==> config.mk <==
export PLATFORM = sky130hd
export DESIGN_NAME = mem_lane_unit_flat
export DESIGN_NICKNAME = d
export VERILOG_FILES = /design/src/rtl/mem_lane_unit_if.sv /design/src/rtl/mem_lane_unit.sv /design/src/flat_wrapper.sv
export SDC_FILE = /design/constraint.sdc
export NUM_CORES = 1
export LEC_CHECK = 0
export ABC_AREA = 1
export BUFFER_PORTS_ARGS = -buffer_cell sky130_fd_sc_hd__buf_2
export CORE_MARGIN = 2
export CORE_UTILIZATION = 52
export DETAILED_ROUTE_END_ITERATION = 8
export GPL_ROUTABILITY_DRIVEN = 0
export PLACE_DENSITY = 0.91
export SYNTH_ARGS = -nofsm -noshare
export SYNTH_HDL_FRONTEND = slang
export SYNTH_SLANG_ARGS = --single-unit
==> constraint.sdc <==
create_clock -name clk -period 4.56 [get_ports clk]
set_clock_uncertainty 0.15 [all_clocks]
set_input_delay 0.456 -clock clk [delete_from_list [all_inputs] [get_ports clk]]
set_output_delay 0.456 -clock clk [all_outputs]
set_load 0.05 [all_outputs]
==> src/rtl/mem_lane_unit_if.sv <==
// Pipeline-side and memory-side signals of the MEM-stage byte-lane load/store unit.
// master: the pipeline/memory environment; slave: the unit itself.
interface mem_lane_unit_if;
  // pipeline request
  logic        req;
  logic        we;
  logic [1:0]  size;
  logic        sext;
  logic [31:0] addr;
  logic [31:0] wdata;
  // pipeline response
  logic        stall;
  logic        done;
  logic        misalign;
  logic [31:0] rdata;
  // data-memory port
  logic        mem_req;
  logic        mem_we;
  logic [31:0] mem_addr;
  logic [3:0]  mem_be;
  logic [31:0] mem_wdata;
  logic        mem_ready;
  logic [31:0] mem_rdata;

  modport master (
    output req, we, size, sext, addr, wdata, mem_ready, mem_rdata,
    input  stall, done, misalign, rdata, mem_req, mem_we, mem_addr, mem_be, mem_wdata
  );

  modport slave (
    input  req, we, size, sext, addr, wdata, mem_ready, mem_rdata,
    output stall, done, misalign, rdata, mem_req, mem_we, mem_addr, mem_be, mem_wdata
  );
endinterface

==> src/rtl/mem_lane_unit.sv <==
// MEM-stage byte-lane load/store unit: packs store data into lanes with byte
// enables, extracts and extends load data, and stalls the pipeline until the
// data-memory handshake completes. Illegal (misaligned) accesses complete in one
// cycle without touching memory.
module mem_lane_unit (
  input  logic            clk,
  input  logic            rst_n,
  mem_lane_unit_if.slave  bus
);

  typedef enum logic [1:0] {
    IDLE = 2'd0,
    BUSY = 2'd1,
    DONE = 2'd2
  } state_t;

  state_t      state_q, state_d;
  logic        we_q, we_d;
  logic [1:0]  size_q, size_d;
  logic        sext_q, sext_d;
  logic [1:0]  lane_q, lane_d;
  logic        done_q, done_d;
  logic        misalign_q, misalign_d;
  logic [31:0] rdata_q, rdata_d;
  logic        mem_req_q, mem_req_d;
  logic        mem_we_q, mem_we_d;
  logic [31:0] mem_addr_q, mem_addr_d;
  logic [3:0]  mem_be_q, mem_be_d;
  logic [31:0] mem_wdata_q, mem_wdata_d;

  logic        illegal;
  logic [3:0]  be_calc;
  logic [31:0] wdata_calc;
  logic [31:0] load_ext;
  logic [7:0]  rd_byte [4];
  logic [7:0]  byte_sel;
  logic [15:0] half_sel;

  // Split the returned word into its four little-endian byte lanes.
  for (genvar gi = 0; gi < 4; gi++) begin : g_lane
    assign rd_byte[gi] = bus.mem_rdata[8*gi +: 8];
  end

  // Stall whenever an access is being accepted or is waiting on memory.
  assign bus.stall = (state_q == BUSY) || ((state_q == IDLE) && bus.req);

  assign bus.done      = done_q;
  assign bus.misalign  = misalign_q;
  assign bus.rdata     = rdata_q;
  assign bus.mem_req   = mem_req_q;
  assign bus.mem_we    = mem_we_q;
  assign bus.mem_addr  = mem_addr_q;
  assign bus.mem_be    = mem_be_q;
  assign bus.mem_wdata = mem_wdata_q;

  // Decode legality, byte enables and lane-replicated store data of the incoming request.
  always_comb begin
    illegal    = 1'b0;
    be_calc    = 4'b0000;
    wdata_calc = bus.wdata;
    case (bus.size)
      2'b00: begin
        be_calc    = 4'b0001 << bus.addr[1:0];
        wdata_calc = {4{bus.wdata[7:0]}};
      end
      2'b01: begin
        illegal    = bus.addr[0];
        be_calc    = bus.addr[1] ? 4'b1100 : 4'b0011;
        wdata_calc = {2{bus.wdata[15:0]}};
      end
      2'b10: begin
        illegal    = (bus.addr[1:0] != 2'b00);
        be_calc    = 4'b1111;
        wdata_calc = bus.wdata;
      end
      default: begin
        illegal    = 1'b1;
      end
    endcase
  end

  // Pick the addressed byte/halfword from the read word and extend it to 32 bits.
  always_comb begin
    byte_sel = rd_byte[lane_q];
    half_sel = lane_q[1] ? bus.mem_rdata[31:16] : bus.mem_rdata[15:0];
    case (size_q)
      2'b00:   load_ext = {{24{sext_q & byte_sel[7]}}, byte_sel};
      2'b01:   load_ext = {{16{sext_q & half_sel[15]}}, half_sel};
      default: load_ext = bus.mem_rdata;
    endcase
  end

  // Next-state and registered-output logic of the IDLE/BUSY/DONE sequencer.
  always_comb begin
    state_d     = state_q;
    we_d        = we_q;
    size_d      = size_q;
    sext_d      = sext_q;
    lane_d      = lane_q;
    done_d      = 1'b0;
    misalign_d  = 1'b0;
    rdata_d     = rdata_q;
    mem_req_d   = mem_req_q;
    mem_we_d    = mem_we_q;
    mem_addr_d  = mem_addr_q;
    mem_be_d    = mem_be_q;
    mem_wdata_d = mem_wdata_q;
    case (state_q)
      IDLE: begin
        if (bus.req) begin
          if (illegal) begin
            done_d     = 1'b1;
            misalign_d = 1'b1;
            rdata_d    = 32'h0;
            state_d    = DONE;
          end else begin
            we_d        = bus.we;
            size_d      = bus.size;
            sext_d      = bus.sext;
            lane_d      = bus.addr[1:0];
            mem_req_d   = 1'b1;
            mem_we_d    = bus.we;
            mem_addr_d  = {bus.addr[31:2], 2'b00};
            mem_be_d    = be_calc;
            mem_wdata_d = wdata_calc;
            state_d     = BUSY;
          end
        end
      end
      BUSY: begin
        if (bus.mem_ready) begin
          done_d    = 1'b1;
          rdata_d   = we_q ? 32'h0 : load_ext;
          mem_req_d = 1'b0;
          mem_we_d  = 1'b0;
          state_d   = DONE;
        end
      end
      DONE: begin
        // req still shows the instruction just completed, so it is not re-sampled here.
        state_d = IDLE;
      end
      default: begin
        state_d = IDLE;
      end
    endcase
  end

  // Register all state; reset abandons any in-flight memory request.
  always_ff @(posedge clk) begin
    if (!rst_n) begin
      state_q     <= IDLE;
      we_q        <= 1'b0;
      size_q      <= 2'b00;
      sext_q      <= 1'b0;
      lane_q      <= 2'b00;
      done_q      <= 1'b0;
      misalign_q  <= 1'b0;
      rdata_q     <= 32'h0;
      mem_req_q   <= 1'b0;
      mem_we_q    <= 1'b0;
      mem_addr_q  <= 32'h0;
      mem_be_q    <= 4'b0000;
      mem_wdata_q <= 32'h0;
    end else begin
      state_q     <= state_d;
      we_q        <= we_d;
      size_q      <= size_d;
      sext_q      <= sext_d;
      lane_q      <= lane_d;
      done_q      <= done_d;
      misalign_q  <= misalign_d;
      rdata_q     <= rdata_d;
      mem_req_q   <= mem_req_d;
      mem_we_q    <= mem_we_d;
      mem_addr_q  <= mem_addr_d;
      mem_be_q    <= mem_be_d;
      mem_wdata_q <= mem_wdata_d;
    end
  end

endmodule

==> src/flat_wrapper.sv <==
// flat-port wrapper written by rule: the top's interface ports become plain ports
module mem_lane_unit_flat 
  (clk, rst_n, bus_req, bus_we, bus_size, bus_sext, bus_addr, bus_wdata, bus_mem_ready, bus_mem_rdata, bus_stall, bus_done, bus_misalign, bus_rdata, bus_mem_req, bus_mem_we, bus_mem_addr, bus_mem_be, bus_mem_wdata);
  mem_lane_unit_if bus_i ();
  input  logic clk;
  input  logic rst_n;
  input wire logic [$bits(bus_i.req)-1:0] bus_req;
  input wire logic [$bits(bus_i.we)-1:0] bus_we;
  input wire logic [$bits(bus_i.size)-1:0] bus_size;
  input wire logic [$bits(bus_i.sext)-1:0] bus_sext;
  input wire logic [$bits(bus_i.addr)-1:0] bus_addr;
  input wire logic [$bits(bus_i.wdata)-1:0] bus_wdata;
  input wire logic [$bits(bus_i.mem_ready)-1:0] bus_mem_ready;
  input wire logic [$bits(bus_i.mem_rdata)-1:0] bus_mem_rdata;
  output wire logic [$bits(bus_i.stall)-1:0] bus_stall;
  output wire logic [$bits(bus_i.done)-1:0] bus_done;
  output wire logic [$bits(bus_i.misalign)-1:0] bus_misalign;
  output wire logic [$bits(bus_i.rdata)-1:0] bus_rdata;
  output wire logic [$bits(bus_i.mem_req)-1:0] bus_mem_req;
  output wire logic [$bits(bus_i.mem_we)-1:0] bus_mem_we;
  output wire logic [$bits(bus_i.mem_addr)-1:0] bus_mem_addr;
  output wire logic [$bits(bus_i.mem_be)-1:0] bus_mem_be;
  output wire logic [$bits(bus_i.mem_wdata)-1:0] bus_mem_wdata;
  assign bus_i.req = bus_req;
  assign bus_i.we = bus_we;
  assign bus_i.size = bus_size;
  assign bus_i.sext = bus_sext;
  assign bus_i.addr = bus_addr;
  assign bus_i.wdata = bus_wdata;
  assign bus_i.mem_ready = bus_mem_ready;
  assign bus_i.mem_rdata = bus_mem_rdata;
  assign bus_stall = bus_i.stall;
  assign bus_done = bus_i.done;
  assign bus_misalign = bus_i.misalign;
  assign bus_rdata = bus_i.rdata;
  assign bus_mem_req = bus_i.mem_req;
  assign bus_mem_we = bus_i.mem_we;
  assign bus_mem_addr = bus_i.mem_addr;
  assign bus_mem_be = bus_i.mem_be;
  assign bus_mem_wdata = bus_i.mem_wdata;
  mem_lane_unit u_core (.clk(clk), .rst_n(rst_n), .bus(bus_i));
endmodule
==> out/qor.yml, run 1 <==
layout:
  fillCellCount: 865
  post_route_cells_drive_above_1_share: 0.289
  final_net_count: 1006
  finalCoreUtilization: 0.658
  layout-area-overhead-vs-synth_pct: 22.1
  diodes: 0
cts:
  htree_num_levels: 3
  clock_insertion_delay_worst_skew_ns: 0.37
  cts_max_path_buffers: 2
  quantity_of_gates_resized_following_cts: 0
  cts_sinks: 110
  cts_root_buf: "clkbuf_8"
  post_cts.repair.setup_buffers: 0
  cts.clk_slew.worst_paths_ns: 0.11
  tritoncts: "built"
  cts-buffers-inserted: 9
  cts_hold_buffers: 0
sta:
  setup_total_negative_slack_ns: 0
  final_worst_path_period_share: 0.557
  timing.max_slew.rel_slack: 0.183
  final_max_slew_viol_count: 0
  timing_worst_slew_pin_value_ns: 1.22
  final_hold_violations: 0
  grt_setup_unrepaired: "false"
  setup_viol_count_final: 0
  final_period_minus_worst_setup_slack_ns: 2.54
  fmax_mhz: 394
drt:
  detail_route.drc_violations: 0
  totalWireLength_mm: 14.1
  ant_nets: 0
  drtPass1Iterations: 5
  iteration_0_drc_markers: 238
  viasPerCell: 5.14
  route.vias.total: 5320
  routedWlPerCell_um: 13.6
hold_path:
  min-delay-start: "bus_addr[8]"
  hold_path.class: "in2reg"
  hold-path-cell-count: 3
  worstHoldEndpoint: "u_core.bus.mem_addr[8]"
worst_setup_path:
  path_max_fanout: 33
  critical_path.endpoint_type: "register"
  worstPathArrival_ns: 2.61
  slowest_stage: "dfxtp_1"
  worstPathRequired_ns: 4.63
  timing.critical_path.buf_inv: 1
  critical_path_class: "reg2reg"
  worstRegToRegCells: 9
  regToRegSetupSlack_ns: 2.02
  reg2reg_to: "u_core.bus.rdata[21]"
  crit_family: "flip-flops"
  worst_r2r_startpoint: "u_core.size_q[1]"
  timing.critical_path.from_type: "register"
  worstSetupPathDepth: 9
  cp_cell_sequence: "inv_6 -> nand2_4 -> nor2_8 -> nand2_2 -> nand2_2 -> nand2_4 -> nand3_4 -> nand2_1 -> a21oi_1"
  worst_path_largest_cell_delay_ns: 1.15
synth:
  syn_inst: 727
  synth_flop_cell: "dfxtp_1"
  ys_seq_elements: 110
  share_of_synthesized_flip_flops_with_an_asynchronous_set_or_reset: 0
  synth_seq_area_share: 0.438
  ys_warn_count: 0
  synth.cell_area_um2: 5030
  synth.lib_cells_used.distinct: 28
  count_of_flip_flops_with_a_built_in_enable_after_synthesis: 0
  avg_synthesized_cell_area_um2: 6.92
grt:
  vias_in_the_first_global_route: 4874
  grt_busiest_layer: "met2"
  use_met1: 0.333
  maximum_number_of_pins_on_one_net_before_global_route_repair: 74
  antenna_found_initial: 0
  grt_util_met2: 0.454
  globalRouteTotalUtil: 0.270
  global_route.overflow_total: 0
  grt_first_pass_wirelength_mm: 22.6
  global_route.usage.met3: 0.0732
placed_design:
  dp_hpwl_mm: 10.0
  io_buffers: 206
power:
  power_leakage_nw: 3.14
  max-vdd-ir-drop_mv: 0.215
  power_density_nw_per_um2: 342
floorplan:
  floorplan.initialDensity: 0.539
  dieArea_um2: 10500
  die_h_um: 102
  floorplan_core_area_um2: 9330
  cell_row_count: 35
  io-pin-count: 209
  dieWidth_um: 102
run_status:
  outcome: "complete, no violations"
run:
  max_cap_violations: 0
-- flip-flops by register name, summed over array words and instances (netlist names), 2 cells and up --
register	count
u_core.bus.mem_addr	30
u_core.bus.mem_be	4
u_core.bus.mem_wdata	32
u_core.bus.rdata	32
u_core.lane_q	2
u_core.size_q	2
u_core.state_q	2
-- cell families after synthesis --
group | synth area share
buffers and inverters | 0.0935
flip-flops | 0.438
AO/OA/AOI/OAI | 0.183
other | 0.000746
AND/OR/NAND/NOR | 0.285
-- per-stage QoR --
| step | power (mW) | cell area [um^2] | std cells | worst slack (ns) | hold slack, ns |
|---|---|---|---|---|---|
| 6_report | 2.10 | 6140 | 1036 | 2.02 | 0.149 |
| 5_1_grt | 2.21 | 6140 | 1036 | 1.81 | 0.146 |
| 4_1_cts | 2.11 | 6140 | 1036 | 2.09 | 0.141 |
| 3_5_place_dp | 1.56 | 5960 | 1020 | 1.92 | 0.302 |
| 3_3_place_gp | 1.56 | 5960 | 1020 | 1.97 | 0.296 |
| 2_1_floorplan | 1.44 | 5030 | 728 | 2.67 | 0.304 |
-- cells in the mapped netlist, drive strengths merged, types with 3 or more instances --
master,instances,share of area
o21ai,79,0.079
dfxtp,110,0.44
clkbuf,18,0.013
buf,29,0.046
nor2,136,0.11
o211ai,9,0.014
a21oi,78,0.085
nand2,209,0.17
inv,43,0.035
o31ai,3,0.0045
nand3,10,0.012
-- layer usage --
layer | vias to the layer above | wire, um
li1 | 2653 | -
met1 | 2352 | 5590
met2 | 280 | 6750
met3 | 35 | 1470
met4 | 0 | 329
met5 | - | 0
-- worst register-to-register path, cell delays in order (launching register included) --
cell	delay [ns]
dfxtp_1	1.15
inv_6	0.17
nand2_4	0.16
nor2_8	0.06
nand2_2	0.06
nand2_2	0.07
nand2_4	0.13
nand3_4	0.25
nand2_1	0.14
a21oi_1	0.06
-- cell type report --
class / count / area, um^2 / share of cell area
Timing Repair Buffer: 210 / 1060 / 0.173
Sequential cell: 110 / 2200 / 0.359
Inverter: 43 / 174 / 0.0283
Tap cell: 129 / 161 / 0.0263
Clock buffer: 9 / 124 / 0.0202
Multi-Input combinational cell: 528 / 2370 / 0.385
Clock inverter: 7 / 53.8 / 0.00876
-- where the power goes --
group | leakage [nW] | switching [mW] | internal (mW)
registers | 0.896 | 0.0351 | 1.01
logic | 2.16 | 0.368 | 0.131
clock network | 0.0879 | 0.352 | 0.205
-- layout by cell type (no fill, tap or decap), types with 2 or more instances in the layout --
cell / instances
buf_2: 206
buf_4: 4
o31ai_1: 3
inv_1: 36
nand3_1: 9
inv_6: 4
a21oi_2: 10
nand2_4: 2
inv_2: 4
clkbuf_8: 9
nand2_1: 194
o211ai_1: 8
clkinv_2: 2
a21oi_1: 68
clkinvlp_4: 2
dfxtp_1: 110
o21ai_1: 33
o21ai_0: 46
nand2_2: 13
conb_1: 2
nor2_1: 134
-- worst max-delay path by stage --
| stage | start | end | slack [ns] |
|---|---|---|---|
| 2_1_floorplan | bus_req | bus_stall | 2.67 |
| 3_3_place_gp | bus_size[1] | u_core.bus.mem_wdata[25] | 1.97 |
| 3_5_place_dp | bus_size[1] | u_core.bus.mem_wdata[1] | 1.92 |
| 4_1_cts | u_core.size_q[1] | u_core.bus.rdata[18] | 2.09 |
| 5_1_grt | u_core.size_q[1] | u_core.bus.rdata[16] | 1.81 |
| 6_report | u_core.size_q[1] | u_core.bus.rdata[21] | 2.02 |
(Power assumes the default switching activity.)
==> run 2: changes to the inputs <==
--- a/config.mk
+++ b/config.mk
@@ -8,10 +8,10 @@
 export ABC_AREA = 1
 export BUFFER_PORTS_ARGS = -buffer_cell sky130_fd_sc_hd__buf_2
 export CORE_MARGIN = 2
-export CORE_UTILIZATION = 52
+export CORE_UTILIZATION = 44
 export DETAILED_ROUTE_END_ITERATION = 8
 export GPL_ROUTABILITY_DRIVEN = 0
-export PLACE_DENSITY = 0.91
+export PLACE_DENSITY = 0.82
 export SYNTH_ARGS = -nofsm -noshare
 export SYNTH_HDL_FRONTEND = slang
 export SYNTH_SLANG_ARGS = --single-unit
==> constraint.sdc (replaced) <==
create_clock -name clk -period 2 [get_ports clk]
set_clock_uncertainty 0.15 [all_clocks]
set_input_delay 0.2 -clock clk [delete_from_list [all_inputs] [get_ports clk]]
set_output_delay 0.2 -clock clk [all_outputs]
set_load 0.05 [all_outputs]
==> out/qor.yml, run 2 (synthesized netlist as in run 1, its figures left out) <==
floorplan:
  io-pin-count: 209  # unchanged
  floorplan.initialDensity: 0.446  # -0.0930
  dieWidth_um: 111  # +8.4%
  dieArea_um2: 12300  # +17%
  cell_row_count: 39  # +11%
  die_h_um: 111  # +8.4%
  floorplan_core_area_um2: 11300  # +21%
layout:
  summed_area_of_non_filler_cells_in_the_final_layout_um2: 6950  # +13%
  post_route_cells_drive_above_1_share: 0.285  # -0.00389
  fillCellCount: 983  # +14%
  area_taken_by_multi_input_logic_gates_um2: 2370  # +0.21%
  register_area_um2: 2200  # unchanged
  layout-area-overhead-vs-synth_pct: 38.2
  most_frequent_cells_in_the_layout: "buf_2, nand2_1, nor2_1, dfxtp_1, a21oi_1"
  most_frequent_standard_cell_in_the_layout_excluding_fill_and_tap_cells: "buf_2"
  diodes: 0  # unchanged
  final_net_count: 1064  # +5.8%
sta:
  grt_setup_unrepaired: "false"
  setup_viol_count_final: 0  # unchanged
  fmax_mhz: 525
  final_hold_violations: 0  # unchanged
  final_max_slew_viol_count: 0  # unchanged
  setup_total_negative_slack_ns: 0  # unchanged
  final_period_minus_worst_setup_slack_ns: 1.91
  final_worst_path_period_share: 0.953
cts:
  cts_sinks: 110  # unchanged
  cts_max_path_buffers: 2  # unchanged
  cts_root_buf: "clkbuf_16"
  cts.clk_slew.worst_paths_ns: 0.07  # -0.04 ns
  tritoncts: "built"
  cts-buffers-inserted: 9  # unchanged
  clock_insertion_delay_worst_skew_ns: 0.34  # -0.03 ns
  htree_num_levels: 3  # unchanged
grt:
  global_route.overflow_total: 0  # unchanged
  vias_in_the_first_global_route: 5343  # +9.6%
  globalRouteTotalUtil: 0.252  # -0.0182
  antenna_found_initial: 0  # unchanged
  maximum_number_of_pins_on_one_net_before_global_route_repair: 74  # unchanged
  grt_first_pass_wirelength_mm: 25.6  # +13%
drt:
  routedWlPerCell_um: 14.5  # +6.5%
  ant_nets: 0  # unchanged
  iteration_0_drc_markers: 498  # +110%
  detail_route.drc_violations: 0  # unchanged
  drtPass1Iterations: 5  # unchanged
  totalWireLength_mm: 16.1  # +14%
  viasPerCell: 5.06  # -1.4%
  route.vias.total: 5611  # +5.5%
worst_setup_path:
  path_max_fanout: 36  # +9.1%
  cp_cell_sequence: "dlygate4sd3_1 -> buf_2 -> nor2_1 -> inv_1 -> nand2_1 -> o211ai_2 -> nor2_4 -> buf_4 -> clkbuf_16 -> o21ai_1 -> nor2_1"
  worst_path_largest_cell_delay_ns: 0.54  # -0.61 ns
  timing.critical_path.from_type: "input port"
  worstPathArrival_ns: 2.03  # -0.58 ns
  worstPathRequired_ns: 2.13  # -2.50 ns
  slowest_stage: "dlygate4sd3_1"
  critical_path_class: "in2reg"
  timing.critical_path.mode_cell: "nor2_1"
  critical_path.endpoint_type: "register"
placed_design:
  io_buffers: 206  # unchanged
  dpl_cell_area_um2: 6110  # +2.5%
  dp_hpwl_mm: 10.4  # +3.2%
power:
  power_density_nw_per_um2: 820  # +140%
  power_leakage_nw: 3.51  # +11%
  max-vdd-ir-drop_mv: 0.469  # +120%
hold_path:
  hold_path.class: "in2reg"
run_status:
  outcome: "complete, no violations"
run:
  max_cap_violations: 0  # unchanged
-- run 2: worst max-delay path, delay by kind of cell --
family | cells | cell delay (ns)
buffers and inverters | 5 | 1.12
and+or+nand+nor | 4 | 0.51
AOI/OAI and AO/OA | 2 | 0.19
-- run 2: area by class of cell --
| type | count | share of cell area |
|---|---|---|
| clock buffers | 11 | 0.0364 |
| clock inverters | 5 | 0.0126 |
| inverters | 43 | 0.0254 |
| multi-input cells | 528 | 0.341 |
| flip-flops and latches | 110 | 0.317 |
| well taps | 143 | 0.0257 |
| repair buffers | 268 | 0.242 |
-- run 2: where the power goes --
| part | total [mW] | internal, mW | switching [mW] |
|---|---|---|---|
| Clock | 2.03 | 1.18 | 0.849 |
| Combinational | 1.29 | 0.401 | 0.894 |
| Sequential | 2.37 | 2.30 | 0.0673 |
| Total | 5.70 | 3.89 | 1.81 |
-- run 2: worst paths after layout --
check	from	end	slack (ns)	cells past startpoint
hold / removal	bus_size[0]	u_core.size_q[0]	0.05	3
hold reg to reg	u_core.bus.rdata[3]	u_core.bus.rdata[3]	0.31	2
setup reg to reg	u_core.lane_q[1]	u_core.bus.rdata[17]	0.25	9
setup / recovery	bus_addr[1]	u_core.bus.mem_addr[16]	0.09	11
-- run 2: routing by layer --
metal	up-vias	routed length [um]	track usage
li1	2772	-	-
met2	304	7690	0.426
met1	2507	6670	0.317
met4	0	308	0.0983
met5	-	0	0
met3	28	1450	0.0508
-- run 2: what timing repair did --
| action | in CTS | in global routing |
|---|---|---|
| setup buffers | 0 | 1 |
| gates resized for setup | 0 | 4 |
| endpoints found under the hold margin | 46 | 0 |
| hold buffers | 45 | 0 |
| setup endpoints to repair | 0 | 24 |
-- run 2: through the flow --
stage	hold slack [ns]	setup WS (ns)	util	power, mW	cells
floorplan	0.185	0.514	-	3.28	728
global placement	0.271	0.256	0.542	3.60	1045
detailed placement	0.277	0.249	0.542	3.60	1045
CTS	0.0212	0.0397	0.613	5.68	1106
global route	0.0802	0.00647	0.616	5.92	1108
finish	0.0507	0.0942	0.616	5.70	1108
